### config.mk
export PLATFORM = sky130hd
export DESIGN_NAME = fifo_uart_tx
export DESIGN_NICKNAME = d
export VERILOG_FILES = /design/src/rtl/fifo_uart_pkg.sv /design/src/rtl/baud_tick_gen.sv /design/src/rtl/fifo_uart_tx.sv
export SDC_FILE = /design/constraint.sdc
export NUM_CORES = 1
export LEC_CHECK = 0
export CAP_MARGIN = 20
export CELL_PAD_IN_SITES_DETAIL_PLACEMENT = 0
export CELL_PAD_IN_SITES_GLOBAL_PLACEMENT = 2
export CORE_UTILIZATION = 37
export CTS_BUF_LIST = sky130_fd_sc_hd__clkbuf_4 sky130_fd_sc_hd__clkbuf_8
export DETAILED_ROUTE_END_ITERATION = 8
export PLACE_DENSITY_LB_ADDON = 0.1
export SLEW_MARGIN = 20
export SYNTH_ARGS = -nofsm -noshare
export SYNTH_HDL_FRONTEND = slang
export SYNTH_SLANG_ARGS = --single-unit
### constraint.sdc
create_clock -name i_clock -period 2.3 [get_ports i_clock]
set_input_delay 0.345 -clock i_clock [delete_from_list [all_inputs] [get_ports i_clock]]
set_output_delay 0.345 -clock i_clock [all_outputs]
set_load 0.01 [all_outputs]
### src/rtl/fifo_uart_pkg.sv
// Shared definitions for the FIFO-fed UART transmitter and its future RX sibling.
// The PARITY state exists only when FIFO_UART_TX_PARITY_EN is defined.
package fifo_uart_pkg;

    typedef enum logic [2:0] {
        ST_IDLE   = 3'd0,
        ST_POP    = 3'd1,
        ST_LOAD   = 3'd2,
        ST_START  = 3'd3,
        ST_DATA   = 3'd4,
`ifdef FIFO_UART_TX_PARITY_EN
        ST_PARITY = 3'd5,
`endif
        ST_STOP   = 3'd6
    } state_t;

    localparam logic TX_IDLE_LEVEL = 1'b1;

    // Wide enough to count up to 9 data bits.
    localparam int BIT_CNT_W = 4;

endpackage

### src/rtl/baud_tick_gen.sv
// Bit-period timer: counts 0..CLK_DIV-1 and flags the last cycle of each period.
// Clearing holds the count at zero, so a new frame always starts on a fresh period.
module baud_tick_gen #(
    parameter int CLK_DIV = 16
) (
    input  logic i_clock,
    input  logic i_reset,
    input  logic i_clear,
    output logic o_tick
);
    import fifo_uart_pkg::*;

    localparam int CNT_W = (CLK_DIV > 1) ? $clog2(CLK_DIV) : 1;
    localparam logic [CNT_W-1:0] LAST = CNT_W'(CLK_DIV - 1);

    logic [CNT_W-1:0] r_cnt;
    logic             w_wrap;

    assign w_wrap = (r_cnt == LAST);
    assign o_tick = w_wrap && !i_clear;

    // Free-running period counter, restarted on clear and on every wrap.
    always_ff @(posedge i_clock or posedge i_reset) begin
        if (i_reset) begin
            r_cnt <= '0;
        end else if (i_clear || w_wrap) begin
            r_cnt <= '0;
        end else begin
            r_cnt <= r_cnt + 1'b1;
        end
    end

endmodule

### src/rtl/fifo_uart_tx.sv
// UART transmitter that drains a registered-output FIFO: 1 start bit, DATA_BITS
// data bits LSB first, optional parity, STOP_BITS stop bits.
// Optional parity bit enabled by defining FIFO_UART_TX_PARITY_EN.
//
//   state  | meaning
//   IDLE   | line high, waiting for enable && fifo_nempty
//   POP    | fifo_pop high for this single cycle
//   LOAD   | FIFO output now valid; capture word, drive start bit
//   START  | start bit on the line
//   DATA   | shifting data bits out LSB first
//   PARITY | parity bit on the line (optional)
//   STOP   | stop bit(s); last cycle decides back-to-back POP or IDLE
module fifo_uart_tx #(
    parameter int DATA_BITS = 8,
    parameter int CLK_DIV   = 16,
    parameter int STOP_BITS = 1
) (
    input  logic                 i_clock,
    input  logic                 i_reset,
    input  logic                 i_enable,
    input  logic                 i_fifo_nempty,
    output logic                 o_fifo_pop,
    input  logic [DATA_BITS-1:0] i_fifo_data,
    output logic                 o_tx,
    output logic                 o_busy
`ifdef FIFO_UART_TX_PARITY_EN
    ,
    input  logic                 i_parity_odd
`endif
);
    import fifo_uart_pkg::*;

    state_t                 r_state;
    state_t                 w_next;
    logic [DATA_BITS-1:0]   r_shift;
    logic [BIT_CNT_W-1:0]   r_bit_cnt;
    logic                   r_tx;
    logic                   w_tick;
    logic                   w_clear;
    logic                   w_go;
    logic                   w_last_data;
    logic                   w_last_stop;
`ifdef FIFO_UART_TX_PARITY_EN
    logic                   r_parity;
`endif

    assign w_go        = i_enable && i_fifo_nempty;
    assign w_last_data = (r_bit_cnt == BIT_CNT_W'(DATA_BITS - 1));
    assign w_last_stop = (r_bit_cnt == BIT_CNT_W'(STOP_BITS - 1));
    assign o_tx        = r_tx;

    baud_tick_gen #(
        .CLK_DIV (CLK_DIV)
    ) u_baud (
        .i_clock (i_clock),
        .i_reset (i_reset),
        .i_clear (w_clear),
        .o_tick  (w_tick)
    );

    // State register.
    always_ff @(posedge i_clock or posedge i_reset) begin
        if (i_reset) begin
            r_state <= ST_IDLE;
        end else begin
            r_state <= w_next;
        end
    end

    // Next-state decode plus the state-decoded outputs.
    always_comb begin
        w_next     = r_state;
        o_fifo_pop = 1'b0;
        o_busy     = (r_state != ST_IDLE);
        w_clear    = 1'b0;
        case (r_state)
            ST_IDLE: begin
                w_clear = 1'b1;
                if (w_go) w_next = ST_POP;
            end
            ST_POP: begin
                w_clear    = 1'b1;
                o_fifo_pop = 1'b1;
                w_next     = ST_LOAD;
            end
            ST_LOAD: begin
                w_clear = 1'b1;
                w_next  = ST_START;
            end
            ST_START: begin
                if (w_tick) w_next = ST_DATA;
            end
            ST_DATA: begin
`ifdef FIFO_UART_TX_PARITY_EN
                if (w_tick && w_last_data) w_next = ST_PARITY;
`else
                if (w_tick && w_last_data) w_next = ST_STOP;
`endif
            end
`ifdef FIFO_UART_TX_PARITY_EN
            ST_PARITY: begin
                if (w_tick) w_next = ST_STOP;
            end
`endif
            ST_STOP: begin
                if (w_tick && w_last_stop) w_next = w_go ? ST_POP : ST_IDLE;
            end
            default: w_next = ST_IDLE;
        endcase
    end

    // Serial datapath: the next line level is registered on each bit boundary.
    always_ff @(posedge i_clock or posedge i_reset) begin
        if (i_reset) begin
            r_shift   <= '0;
            r_bit_cnt <= '0;
            r_tx      <= TX_IDLE_LEVEL;
`ifdef FIFO_UART_TX_PARITY_EN
            r_parity  <= 1'b0;
`endif
        end else begin
            case (r_state)
                ST_LOAD: begin
                    r_shift   <= i_fifo_data;
                    r_bit_cnt <= '0;
                    r_tx      <= 1'b0;
`ifdef FIFO_UART_TX_PARITY_EN
                    r_parity  <= (^i_fifo_data) ^ i_parity_odd;
`endif
                end
                ST_START: begin
                    if (w_tick) begin
                        r_tx      <= r_shift[0];
                        r_shift   <= r_shift >> 1;
                        r_bit_cnt <= '0;
                    end
                end
                ST_DATA: begin
                    if (w_tick) begin
                        if (w_last_data) begin
`ifdef FIFO_UART_TX_PARITY_EN
                            r_tx <= r_parity;
`else
                            r_tx <= TX_IDLE_LEVEL;
`endif
                            r_bit_cnt <= '0;
                        end else begin
                            r_tx      <= r_shift[0];
                            r_shift   <= r_shift >> 1;
                            r_bit_cnt <= r_bit_cnt + 1'b1;
                        end
                    end
                end
`ifdef FIFO_UART_TX_PARITY_EN
                ST_PARITY: begin
                    if (w_tick) begin
                        r_tx      <= TX_IDLE_LEVEL;
                        r_bit_cnt <= '0;
                    end
                end
`endif
                ST_STOP: begin
                    r_tx <= TX_IDLE_LEVEL;
                    if (w_tick) begin
                        r_bit_cnt <= w_last_stop ? '0 : r_bit_cnt + 1'b1;
                    end
                end
                default: begin
                    r_tx <= TX_IDLE_LEVEL;
                end
            endcase
        end
    end

endmodule
After elaboration in Yosys (flattened, before gate mapping)
Cells that the tools add are included.
{"block": "classes", "reduce_logical": 16, "addsub": 2, "n_eq_ne": 14, "n_mux": 23}
{"cell": "$mux W4", "n": 6}
{"cell": "$mux W8", "n": 3}
{"cell": "$pmux W8 S3", "n": 1}
{"cell": "$pmux W3 S6", "n": 1}
{"cell": "$pmux W4 S4", "n": 1}
{"cell": "$ne A2 B2 Y1 const B", "n": 7}
{"cell": "$mux W3", "n": 4}
{"cell": "$reduce_and A4 Y1", "n": 3}
{"cell": "$add A4 B1 Y4 const B", "n": 2}
{"cell": "$eq A3 B2 Y1 const B", "n": 2}
{"cell": "$eq A3 B3 Y1 const B", "n": 2}
{"cell": "$mux W1", "n": 6}
{"cell": "$reduce_bool A3 Y1", "n": 2}
{"cell": "$eq A4 B3 Y1 const B", "n": 1}
{"cell": "$eq A4 B4 Y1 const B", "n": 1}
{"cell": "$logic_and A1 B1 Y1", "n": 4}
{"cell": "$logic_not A4 Y1", "n": 1}
{"cell": "$reduce_bool A4 Y1", "n": 1}
{"cell": "$eq A3 B1 Y1 const B", "n": 1}
{"cell": "$logic_not A3 Y1", "n": 1}
{"cell": "$pmux W1 S3", "n": 1}
{"cell": "$reduce_or A3 Y1", "n": 1}
{"cell": "$reduce_and A2 Y1", "n": 1}
{"cell": "$logic_not A1 Y1", "n": 1}
{"cell": "$logic_or A1 B1 Y1", "n": 1}
{"block": "word_totals", "output_inout_bits": 3, "register_bits": 20, "word_cells": 60, "in_bits": 12}

Longest topological paths before layout
Gate-level depths: netlist of run 1.
{"block": "depth", "word_depth": 8, "depth_mapped": 6}

Cells and area by module
From an unflattened synthesis of run 1, not the netlist that was laid out.
{"block": "unflattened", "cells_unflattened": 135, "hier_area_um2": 1300.0}
{"module": "fifo_uart_tx", "n_inst": 1, "cells_per_inst": 120, "area_each_um2": 1122.3, "seq_area_each_um2": 401.6}
{"module": "baud_tick_gen", "n_inst": 1, "cells_per_inst": 15, "area_each_um2": 177.7, "seq_area_each_um2": 100.1}

Worst setup path before layout of run 1
Ideal clock, no wire load.
{"block": "synth_path", "kind": "reg2reg", "start": "register r_state[1]", "end": "register r_shift[0]", "arrival_time_ps": 1526, "setup_slack_ps": 649, "setup_ps": 125, "period_less_slack_ps": 1651, "stages_incl_launch_ff": 7, "path_cell_list": "dfrtp_1 -> buf_4 -> nor2_2 -> a22o_1 -> buf_6 -> mux2_4 -> mux2_4"}
{"block": "synth_between", "elab_chain_cells": 7, "elab_cells_between_ends": 15}
{"element": "start: declaration", "line": "fifo_uart_tx.sv:33", "text": "state_t r_state;"}
{"element": "start signal: assignment", "line": "fifo_uart_tx.sv:66", "text": "r_state <= w_next;"}
{"element": "$eq A3 B2 Y1, or another cell as far along", "line": "fifo_uart_tx.sv:76, fifo_uart_tx.sv:122"}
{"element": "$reduce_or A3 Y1 (no source line)"}
{"element": "$mux W1", "line": "fifo_uart_tx.sv:76", "text": "case (r_state)"}
{"element": "$logic_not A1 Y1", "line": "baud_tick_gen.sv:20", "text": "assign o_tick = w_wrap && !i_clear;"}
{"element": "$logic_and A1 B1 Y1", "line": "baud_tick_gen.sv:20"}
{"element": "$ne A2 B2 Y1 (no source line)"}
{"element": "$reduce_and A4 Y1 (no source line)"}
{"element": "end signal: assignment", "line": "fifo_uart_tx.sv:124", "text": "r_shift <= i_fifo_data;"}
{"element": "end signal: assignment", "line": "fifo_uart_tx.sv:134", "text": "r_shift <= r_shift >> 1;"}
{"element": "end signal: assignment", "line": "fifo_uart_tx.sv:149", "text": "r_shift <= r_shift >> 1;"}
{"element": "end: declaration", "line": "fifo_uart_tx.sv:35", "text": "logic [DATA_BITS-1:0] r_shift;"}
Several ways; a longest one is shown, not always the timed one.
A chain may end at the register's enable or synchronous reset.

Worst setup path after layout of run 1
{"block": "layout_path", "start": "register r_state[1]", "end": "output o_busy"}
{"block": "layout_between", "elab_chain_cells": 1}
{"element": "$reduce_bool A3 Y1", "line": "fifo_uart_tx.sv:74", "text": "o_busy = (r_state != ST_IDLE);"}
{"element": "end: declaration", "line": "fifo_uart_tx.sv:25", "text": "output logic o_busy"}
No other way between the ends.

==> flow_metrics.tcl, run 1 <==
set metrics [dict create \
    synth.cell_area_mm2 0.00118 \
    fp.coreArea_mm2 0.00305 \
    cellInternalPower_mw 1.16 \
    power_frac_seq_pct 34.4 \
    crit_path_max_fanout 9 \
    tightest_slew_ns 0.640 \
    synthFlopType "sky130_fd_sc_hd__dfrtp_1" \
    synth.ff_latch_count 20 \
    synth_fp_nets 119 \
    crit_slowest_cell "sky130_fd_sc_hd__clkdlybuf4s50_1" \
    port-buffer-count 14 \
    cts_root_buffer "sky130_fd_sc_hd__clkbuf_4" \
    grt_max_degree 21 \
    groute.usage.overall_pct 15.3 \
    grt.met3_usage_pct 4.62 \
    die_height_um 58.5 \
    layout_min_cycle_time_ns 2.07 \
    grt_antenna_before_repair 0 \
    detailedPlacementHpwl_um 1620 \
    drive_gt1_share_pct 23.1 \
    final_max_slew_viol_count 0 \
    initial_utilization_pct 38.7 \
    synth_top_area_share_pct 40.2 \
    crit_chain "buf_4, or3_1, clkdlybuf4s50_1" \
    yosysMostFrequentCell "sky130_fd_sc_hd__dfrtp_1" \
    grt_first_pass_wirelength_um 3930 \
    worstSetupPathType "flop to primary output" \
    slew_headroom_pct 57.3 \
    clkPwrFrac_pct 12.1 \
    detail_route.wl_per_cell_um 13.6 \
    asyncSetResetFlopFracSynth_pct 100 \
    clock_sinks 20 \
    final_util_pct 46.1 \
    power_density_mw_per_mm2 1250 \
    maximum_level_of_the_cts_h_tree 1 \
    path_clk_slew_ns 0.13 \
    status "finished clean" \
    cts-root-to-sink-buffers 2 \
    wire_length_reported_by_the_detailed_router_um 2250 \
    holdBufCountCts 0 \
    layout.area.seq_um2 502 \
    final_min_period_over_clock_period_pct 89.8 \
    dp_cell_count 161 \
    part_of_the_yosys_area_used_for_sequential_elements_pct 42.4 \
    max_clock_freq_mhz 484 \
    switching_power_uw 600 \
    multi_input_comb_area_um2 629 \
    syn_area_per_cell_um2 11.4 \
    groute.layer.met2.usage_pct 27.1 \
    report.final.hold_viol_count 0 \
    pwr-share-comb_pct 53.5 \
    avgViaCountPerCell 5.06 \
    swShare_pct 34.1 \
    min_path_type "input pin to asynchronous set/reset pin" \
    rsz0062_at_grt "no" \
    nNetsFinal 137 \
    critPathLaunchType "flop" \
    layoutNonFillerInstCount 165 \
    final_antenna_net_count 0 \
    place_congestion 0.713 \
    post_route_drc 0 \
    top_usage_layer "met2" \
    antenna_diodes 0 \
    yosysWarningCount 0 \
    synth_top_cell_by_area "sky130_fd_sc_hd__dfrtp_1" \
    fin_hold_ws_ns 0.347 \
    first_iter_violations 20 \
    vdd_drop_max_mv 0.362 \
    grt_pass1_vias 871 \
    synth.lib_cells_used.distinct 41 \
    clk_latency_ns 0.31 \
    crit_path_end_kind "primary output" \
    numCtsBuffers 3 \
    num_vias 835 \
    postSynthCellCount 104 \
    cts_resized 0 \
    detailedRoute.firstPassIterationCount 3 \
    cts_post_setup_buffers_inserted 0 \
    core.rowCount 20 \
    synth.cells.most_frequent "sky130_fd_sc_hd__dfrtp_1 (19), sky130_fd_sc_hd__mux2_4 (14), sky130_fd_sc_hd__inv_1 (6)" \
    globalRouteOverflowTotal 0 \
    ioPinCount 15 \
    fin_tns_setup_ns 0 \
    number_of_enable_type_register_cells_in_the_synthesized_netlist 0 \
    tritoncts "built" \
    drv_cap 0 \
    setup-violations-final 0 \
    cp_slowest_stage_delay_ns 0.48 \
    worst_ep_arrival_time_ns 1.72 \
    gr-usage-met1_pct 17.9 \
    filler_cells 312 \
    post_synth_main_area_contributors "sky130_fd_sc_hd__dfrtp_1 (40%), sky130_fd_sc_hd__mux2_4 (18%), sky130_fd_sc_hd__ha_1 (3.2%)" \
    power.static_leakage_nw 0.627 \
    area_added_between_synthesis_and_finish_pct 19.0 \
    die_ar_mm2 0.00343 \
    die_width_um 58.5 \
    skew_ns 0.00933 \
    crit_required_ns 1.96 \
]
[per-stage QoR]
stage	setup WS [ns]	area, um^2	total power, mW
2_1_floorplan	0.649	1180	1.42
3_3_place_gp	0.361	1370	1.55
3_5_place_dp	0.326	1370	1.56
4_1_cts	0.212	1410	1.78
5_1_grt	0.157	1410	1.89
6_report	0.235	1410	1.76
[layer usage]
metal / wire length, um / part of all wire, % / up-vias
met1: 1070 / 48 / 407
li1: - / - / 418
met2: 1080 / 48 / 8
met3: 81 / 3.6 / 2
met4: 15 / 0.67 / 0
met5: 0 / 0 / -
[critical path: cells and delay by family (launching register included)]
kind          cells  cell delay [ns]
simple gates      1             0.34
flops             1             0.42
buf+inv           2             0.65
[final timing paths]
path / start / to / slack (ns) / cells past startpoint
worst max-delay path: r_state[1] / o_busy / 0.23 / 3
worst min-delay path: i_reset / r_state[1] / 0.35 / 3
worst max register to register: r_state[2] / r_shift[2] / 0.30 / 4
worst min register to register: u_baud.r_cnt[0] / u_baud.r_cnt[0] / 0.48 / 1
max in group asynchronous: i_reset / o_tx / 1.68 / 3
min in group i_clock: u_baud.r_cnt[0] / u_baud.r_cnt[0] / 0.48 / 1
[placed cells by master, fill, tap and decap left out, types with 2 or more instances in the layout]
cell,netlist,layout
sky130_fd_sc_hd__dfrtp_1,19,19
sky130_fd_sc_hd__mux2_4,14,14
sky130_fd_sc_hd__clkdlybuf4s50_1,0,14
sky130_fd_sc_hd__inv_1,6,6
sky130_fd_sc_hd__nor2_1,4,4
sky130_fd_sc_hd__nand3_1,4,4
sky130_fd_sc_hd__nand2_1,4,4
sky130_fd_sc_hd__o21ai_0,4,4
sky130_fd_sc_hd__nand2b_1,3,3
sky130_fd_sc_hd__o211ai_1,3,3
sky130_fd_sc_hd__ha_1,3,3
sky130_fd_sc_hd__clkbuf_4,0,3
sky130_fd_sc_hd__buf_4,1,3
sky130_fd_sc_hd__nand4_1,2,2
sky130_fd_sc_hd__a31oi_1,2,2
sky130_fd_sc_hd__a22o_1,2,2
sky130_fd_sc_hd__o32ai_1,2,2
sky130_fd_sc_hd__a211oi_1,2,2
sky130_fd_sc_hd__a21oi_1,2,2
sky130_fd_sc_hd__nor3b_1,2,2
sky130_fd_sc_hd__nor3_1,2,2
[cell type report]
| class | instances | area share (%) |
|---|---|---|
| multi-input combinational | 74 | 44.7 |
| sequential | 20 | 35.6 |
| timing repair buffer | 17 | 11.6 |
| tap | 44 | 3.91 |
| clock buffer | 4 | 2.58 |
| inverter | 6 | 1.60 |
[logic make-up (layout without fill, tap and decap cells)]
| group | Yosys count | after routing | synth area share (%) |
|---|---|---|---|
| simple gates | 31 | 31 | 15.8 |
| compound gates | 24 | 24 | 15.0 |
| flops | 20 | 20 | 42.4 |
| mux | 14 | 14 | 17.8 |
| buf+inv | 10 | 27 | 4.34 |
| fa+ha+maj | 3 | 3 | 3.17 |
| xor+xnor | 2 | 2 | 1.48 |
[sequential cells by signal, indices dropped and copies added, names as in the netlist]
name          count
r_bit_cnt         4
u_baud.r_cnt      4
r_shift           8
r_state           3
o_tx              1
[power by group through the flow]
stage               sequential (mW)  clock (mW)  combinational (mW)
floorplan                     0.570           0               0.849
global placement              0.609           0               0.942
detailed placement            0.612           0               0.950
CTS                           0.606       0.224               0.951
global route                  0.629       0.239                1.02
finish                        0.605       0.213               0.941
Note: power is estimated with default switching activity, not from simulation.
==> run 2: changes to the inputs <==
--- a/config.mk
+++ b/config.mk
@@ -8,7 +8,7 @@
 export CAP_MARGIN = 20
 export CELL_PAD_IN_SITES_DETAIL_PLACEMENT = 0
 export CELL_PAD_IN_SITES_GLOBAL_PLACEMENT = 2
-export CORE_UTILIZATION = 37
+export CORE_UTILIZATION = 34
 export CTS_BUF_LIST = sky130_fd_sc_hd__clkbuf_4 sky130_fd_sc_hd__clkbuf_8
 export DETAILED_ROUTE_END_ITERATION = 8
 export PLACE_DENSITY_LB_ADDON = 0.1
==> constraint.sdc (replaced) <==
create_clock -name i_clock -period 1.77 [get_ports i_clock]
set_input_delay 0.2655 -clock i_clock [delete_from_list [all_inputs] [get_ports i_clock]]
set_output_delay 0.2655 -clock i_clock [all_outputs]
set_load 0.01 [all_outputs]
==> flow_metrics.tcl, run 2 (synthesis gave the netlist of run 1 again) <==
set metrics [dict create \
    holdBufCountCts 0 \
    grt_first_pass_wirelength_um 4080 \
    detailedPlacementHpwl_um 1780 \
    crit_slowest_cell "sky130_fd_sc_hd__dfrtp_1" \
    groute.usage.overall_pct 15.1 \
    detailedRoute.firstPassIterationCount 3 \
    post-route-cell-area_mm2 0.00149 \
    vdd_drop_max_mv 0.930 \
    ioPinCount 15 \
    report.final.hold_viol_count 0 \
    die_width_um 61.0 \
    post-layout-total-power_mw 2.50 \
    max_clock_freq_mhz 596 \
    nNetsFinal 145 \
    final_cell_mix "sky130_fd_sc_hd__dfrtp_1 (19), sky130_fd_sc_hd__mux2_4 (14), sky130_fd_sc_hd__clkdlybuf4s50_1 (12)" \
    first_iter_violations 31 \
    top_usage_layer "met2" \
    gr-usage-met1_pct 20.8 \
    detail_route.wl_per_cell_um 13.9 \
    crit_path_max_fanout 11 \
    status "finished clean" \
    tightest_slew_ns 0.395 \
    clk_latency_ns 0.30 \
    final_max_slew_viol_count 0 \
    min_path_type "input pin to asynchronous set/reset pin" \
    placement.cell_area_mm2 0.00145 \
    core.rowCount 21 \
    layout_min_cycle_time_ns 1.68 \
    initial_utilization_pct 35.4 \
    avgViaCountPerCell 5.08 \
    registers.top_by_ff_count "r_shift" \
    power_density_mw_per_mm2 1680 \
    slew_headroom_pct 73.5 \
    drv_cap 0 \
    post_route_drc 0 \
    port-buffer-count 14 \
    grt_pass1_vias 885 \
    die_ar_mm2 0.00372 \
    final_critical_path_setup_slack_ns 0.0926 \
    mostFrequentLayoutCell "sky130_fd_sc_hd__dfrtp_1" \
    fp.coreArea_mm2 0.00334 \
    layout.area.seq_um2 502 \
    grt.met3_usage_pct 5.12 \
    path_clk_slew_ns 0.12 \
    largest_register_ffs 8 \
    cts-root-to-sink-buffers 2 \
    setup-violations-final 0 \
    fin_tns_setup_ns 0 \
    crit_path_end_kind "flop" \
    area_added_between_synthesis_and_finish_pct 25.9 \
    cp_slowest_stage_delay_ns 0.42 \
    maximum_level_of_the_cts_h_tree 1 \
    timing.critical_path.to "r_shift[2]" \
    globalRouteOverflowTotal 0 \
    drive_gt1_share_pct 31.0 \
    crit_required_ns 1.97 \
    cts_root_buffer "sky130_fd_sc_hd__clkbuf_4" \
    worstSetupPathType "flop to flop" \
    numCtsBuffers 3 \
    cp-startpoint "r_state[1]" \
    rsz0062_at_grt "no" \
    clock_sinks 20 \
    worst_ep_arrival_time_ns 1.88 \
    num_vias 889 \
    final_antenna_net_count 0 \
    critPathLaunchType "flop" \
    worst_r2r_startpoint "r_state[1]" \
    die_height_um 61.0 \
    layoutNonFillerInstCount 175 \
    grt_antenna_before_repair 0 \
    rr_worst_depth 6 \
    place_ws_ns 0.0545 \
    worst_r2r_endpoint "r_shift[2]" \
    antenna_diodes 0 \
    place_congestion 0.751 \
    multi_input_comb_area_um2 641 \
    grt_max_degree 21 \
    skew_ns 0.00201 \
    crit_chain "nor2b_1, a22o_1, buf_12, a21oi_4, buf_6, mux2_4" \
    power.static_leakage_nw 0.673 \
    groute.layer.met2.usage_pct 23.2 \
    tritoncts "built" \
    wire_length_reported_by_the_detailed_router_um 2420 \
    setup.reg_to_reg.worst_slack_ns 0.09 \
    dp_cell_count 171 \
    final_min_period_over_clock_period_pct 94.8 \
    filler_cells 328 \
    reg.largest.list "r_shift (8), r_bit_cnt (4), u_baud.r_cnt (4)" \
]
## run 2: metal layers
layer | wire length [um] | vias to the layer above
met1 | 1200 | 434
li1 | - | 442
met3 | 85 | 2
met5 | 0 | -
met2 | 1120 | 11
met4 | 14 | 0
## run 2: stage by stage
stage          util (%)  hold slack, ns
2_1_floorplan         -           0.229
3_3_place_gp       43.3           0.468
3_5_place_dp       43.3           0.474
4_1_cts            44.2           0.287
5_1_grt            44.6           0.289
6_report           44.6           0.281
## run 2: critical path: cells and delay by family (launching register included)
family | cells | cell delay [ns]
buffers and inverters | 2 | 0.30
AOI/OAI and AO/OA | 2 | 0.41
muxes | 1 | 0.30
DFF | 1 | 0.42
and+or+nand+nor | 1 | 0.15
## run 2: repair_timing
item | 4_1_cts | 5_1_grt
setup endpoints to repair | 2 | 13
gates resized for setup | 3 | 6
pin swaps | 0 | 1
endpoints found under the hold margin | 0 | 0
buffers inserted | 0 | 0
## run 2: report_power, final
part | internal [mW] | switching (mW)
Sequential | 0.642 | 0.139
Clock | 0.103 | 0.148
Combinational | 0.918 | 0.554
Total | 1.66 | 0.841
## run 2: worst min path at each step
stage | to | startpoint | cells after the start | slack, ns
floorplan | r_bit_cnt[0] | i_reset | 1 | 0.23
global placement | u_baud.r_cnt[0] | u_baud.r_cnt[0] | 1 | 0.47
detailed placement | u_baud.r_cnt[0] | u_baud.r_cnt[0] | 1 | 0.47
CTS | r_bit_cnt[2] | i_reset | 3 | 0.29
global route | r_bit_cnt[2] | i_reset | 3 | 0.29
finish | r_state[0] | i_reset | 3 | 0.28
## run 2: area by class of cell
type                    count  share of cell area (%)
multi-input cells          74                    43.0
clock buffers               4                    2.02
inverters                   6                    1.51
well taps                  46                    3.87
repair buffers             25                    15.9
flip-flops and latches     20                    33.7
==> run 3: changes to the inputs <==
--- a/config.mk
+++ b/config.mk
@@ -8,6 +8,7 @@
 export CAP_MARGIN = 20
 export CELL_PAD_IN_SITES_DETAIL_PLACEMENT = 0
 export CELL_PAD_IN_SITES_GLOBAL_PLACEMENT = 2
+export CORE_MARGIN = 2
 export CORE_UTILIZATION = 34
 export CTS_BUF_LIST = sky130_fd_sc_hd__clkbuf_4 sky130_fd_sc_hd__clkbuf_8
 export DETAILED_ROUTE_END_ITERATION = 8
==> flow_metrics.tcl, run 3 (synthesis gave the netlist of run 1 again) <==
set metrics [dict create \
    status "finished clean" \
    slew_headroom_pct 74.9 \
    antenna_diodes 0 \
    report.final.hold_viol_count 0 \
    timing.critical_path.to "r_shift[2]" \
    core.rowCount 21 \
    tritoncts "built" \
    port-buffer-count 14 \
    drive_gt1_share_pct 31.0 \
    wire_length_reported_by_the_detailed_router_um 2380 \
    grt_antenna_before_repair 0 \
    crit_required_ns 1.96 \
    grt_pass1_vias 917 \
    rsz0062_at_grt "no" \
    detailedRoute.firstPassIterationCount 4 \
    power.static_leakage_nw 0.670 \
    crit_path_end_kind "flop" \
    worst_r2r_endpoint "r_shift[2]" \
    avgViaCountPerCell 5.09 \
    post_route_drc 0 \
    maximum_level_of_the_cts_h_tree 1 \
    path_clk_slew_ns 0.11 \
    vdd_drop_max_mv 0.708 \
    fin_tns_setup_ns 0 \
    globalRouteOverflowTotal 0 \
    registers.top_by_ff_count "r_shift" \
    mostFrequentLayoutCell "sky130_fd_sc_hd__dfrtp_1" \
    clk_latency_ns 0.30 \
    place_congestion 0.754 \
    area_added_between_synthesis_and_finish_pct 25.3 \
    initial_utilization_pct 35.4 \
    final_min_period_over_clock_period_pct 95.3 \
    nNetsFinal 145 \
    detailedPlacementHpwl_um 1800 \
    final_util_pct 44.4 \
    setup.reg_to_reg.worst_slack_ns 0.08 \
    grt_first_pass_wirelength_um 4360 \
    min_path_type "input pin to asynchronous set/reset pin" \
    worst_ep_arrival_time_ns 1.88 \
    power_density_mw_per_mm2 1660 \
    first_iter_violations 30 \
    fp.coreArea_mm2 0.00334 \
    worstSetupPathType "flop to flop" \
    cts_root_buffer "sky130_fd_sc_hd__clkbuf_4" \
    final_max_slew_viol_count 0 \
    detail_route.wl_per_cell_um 13.6 \
    tightest_slew_ns 0.374 \
    skew_ns 0.00387 \
    die_ar_mm2 0.00397 \
    worst_r2r_startpoint "r_state[2]" \
    num_vias 890 \
    ioPinCount 15 \
    cp-startpoint "r_state[2]" \
    largest_register_ffs 8 \
    setup-violations-final 0 \
    numCtsBuffers 3 \
    final_cell_mix "sky130_fd_sc_hd__dfrtp_1 (19), sky130_fd_sc_hd__mux2_4 (14), sky130_fd_sc_hd__clkdlybuf4s50_1 (12)" \
    max_clock_freq_mhz 593 \
    die_width_um 63.0 \
    final_antenna_net_count 0 \
    die_height_um 63.0 \
    drv_cap 0 \
    critPathLaunchType "flop" \
    rr_worst_depth 6 \
    reg.largest.list "r_shift (8), r_bit_cnt (4), u_baud.r_cnt (4)" \
    groute.usage.overall_pct 13.9 \
    crit_path_max_fanout 11 \
    layout_min_cycle_time_ns 1.69 \
    grt_max_degree 21 \
    cts-root-to-sink-buffers 2 \
    clock_sinks 20 \
]
==> run 3: changes by cell type in the layout (fill, tap and decap cells not counted) <==
cell / previous run / this run
sky130_fd_sc_hd__buf_6: 2 / 0
sky130_fd_sc_hd__buf_4: 8 / 10
==> run 3: layout make-up <==
cell class / instances / area (um^2)
fill: 318 / 1860
clock buffer: 4 / 30.0
sequential: 20 / 502
timing repair buffer: 25 / 229
inverter: 6 / 22.5
multi-input combinational: 74 / 641
tap: 46 / 57.6
==> run 3: how the worst min path moves through the flow <==
stage / startpoint / to / slack [ns] / depth (start not counted)
2_1_floorplan: i_reset / r_bit_cnt[0] / 0.23 / 1
3_3_place_gp: u_baud.r_cnt[0] / u_baud.r_cnt[0] / 0.47 / 1
3_5_place_dp: u_baud.r_cnt[0] / u_baud.r_cnt[0] / 0.48 / 1
4_1_cts: i_reset / r_bit_cnt[2] / 0.29 / 3
5_1_grt: i_reset / r_shift[2] / 0.31 / 3
6_report: i_reset / r_shift[6] / 0.29 / 3
==> run 3: timing repair <==
item,4_1_cts,5_1_grt
endpoints found under the setup margin,2,11
buffers inserted,0,1
gates resized for setup,3,4
hold buffers,0,0
==> run 3: worst max-delay path: stages, from the launching register on <==
cell,delay (ns)
sky130_fd_sc_hd__dfrtp_1,0.46
sky130_fd_sc_hd__nor2b_1,0.09
sky130_fd_sc_hd__a22o_1,0.26
sky130_fd_sc_hd__buf_12,0.16
sky130_fd_sc_hd__a21oi_4,0.14
sky130_fd_sc_hd__buf_4,0.16
sky130_fd_sc_hd__mux2_4,0.30
==> run 3: report_power, final <==
group / internal (mW) / switching, mW
Sequential: 0.642 / 0.133
Combinational: 0.899 / 0.543
Clock: 0.103 / 0.136
==> run 3: routing by layer <==
metal / GRT usage (%) / share of wire (%)
met5: 0 / 0
met4: 3.33 / 0.71
met3: 4.50 / 4.8
met2: 22.2 / 48
met1: 18.1 / 47
==> run 3: stage by stage <==
step / instances / power [mW] / setup WS (ns) / instance area (um^2) / hold WS (ns)
finish: 175 / 2.46 / 0.0827 / 1480 / 0.290
floorplan: 104 / 1.84 / 0.119 / 1180 / 0.229
CTS: 174 / 2.47 / 0.0163 / 1470 / 0.290
global route: 175 / 2.66 / 0.0000171 / 1480 / 0.313
detailed placement: 170 / 2.22 / 0.0858 / 1440 / 0.476
global placement: 170 / 2.19 / 0.0885 / 1440 / 0.466
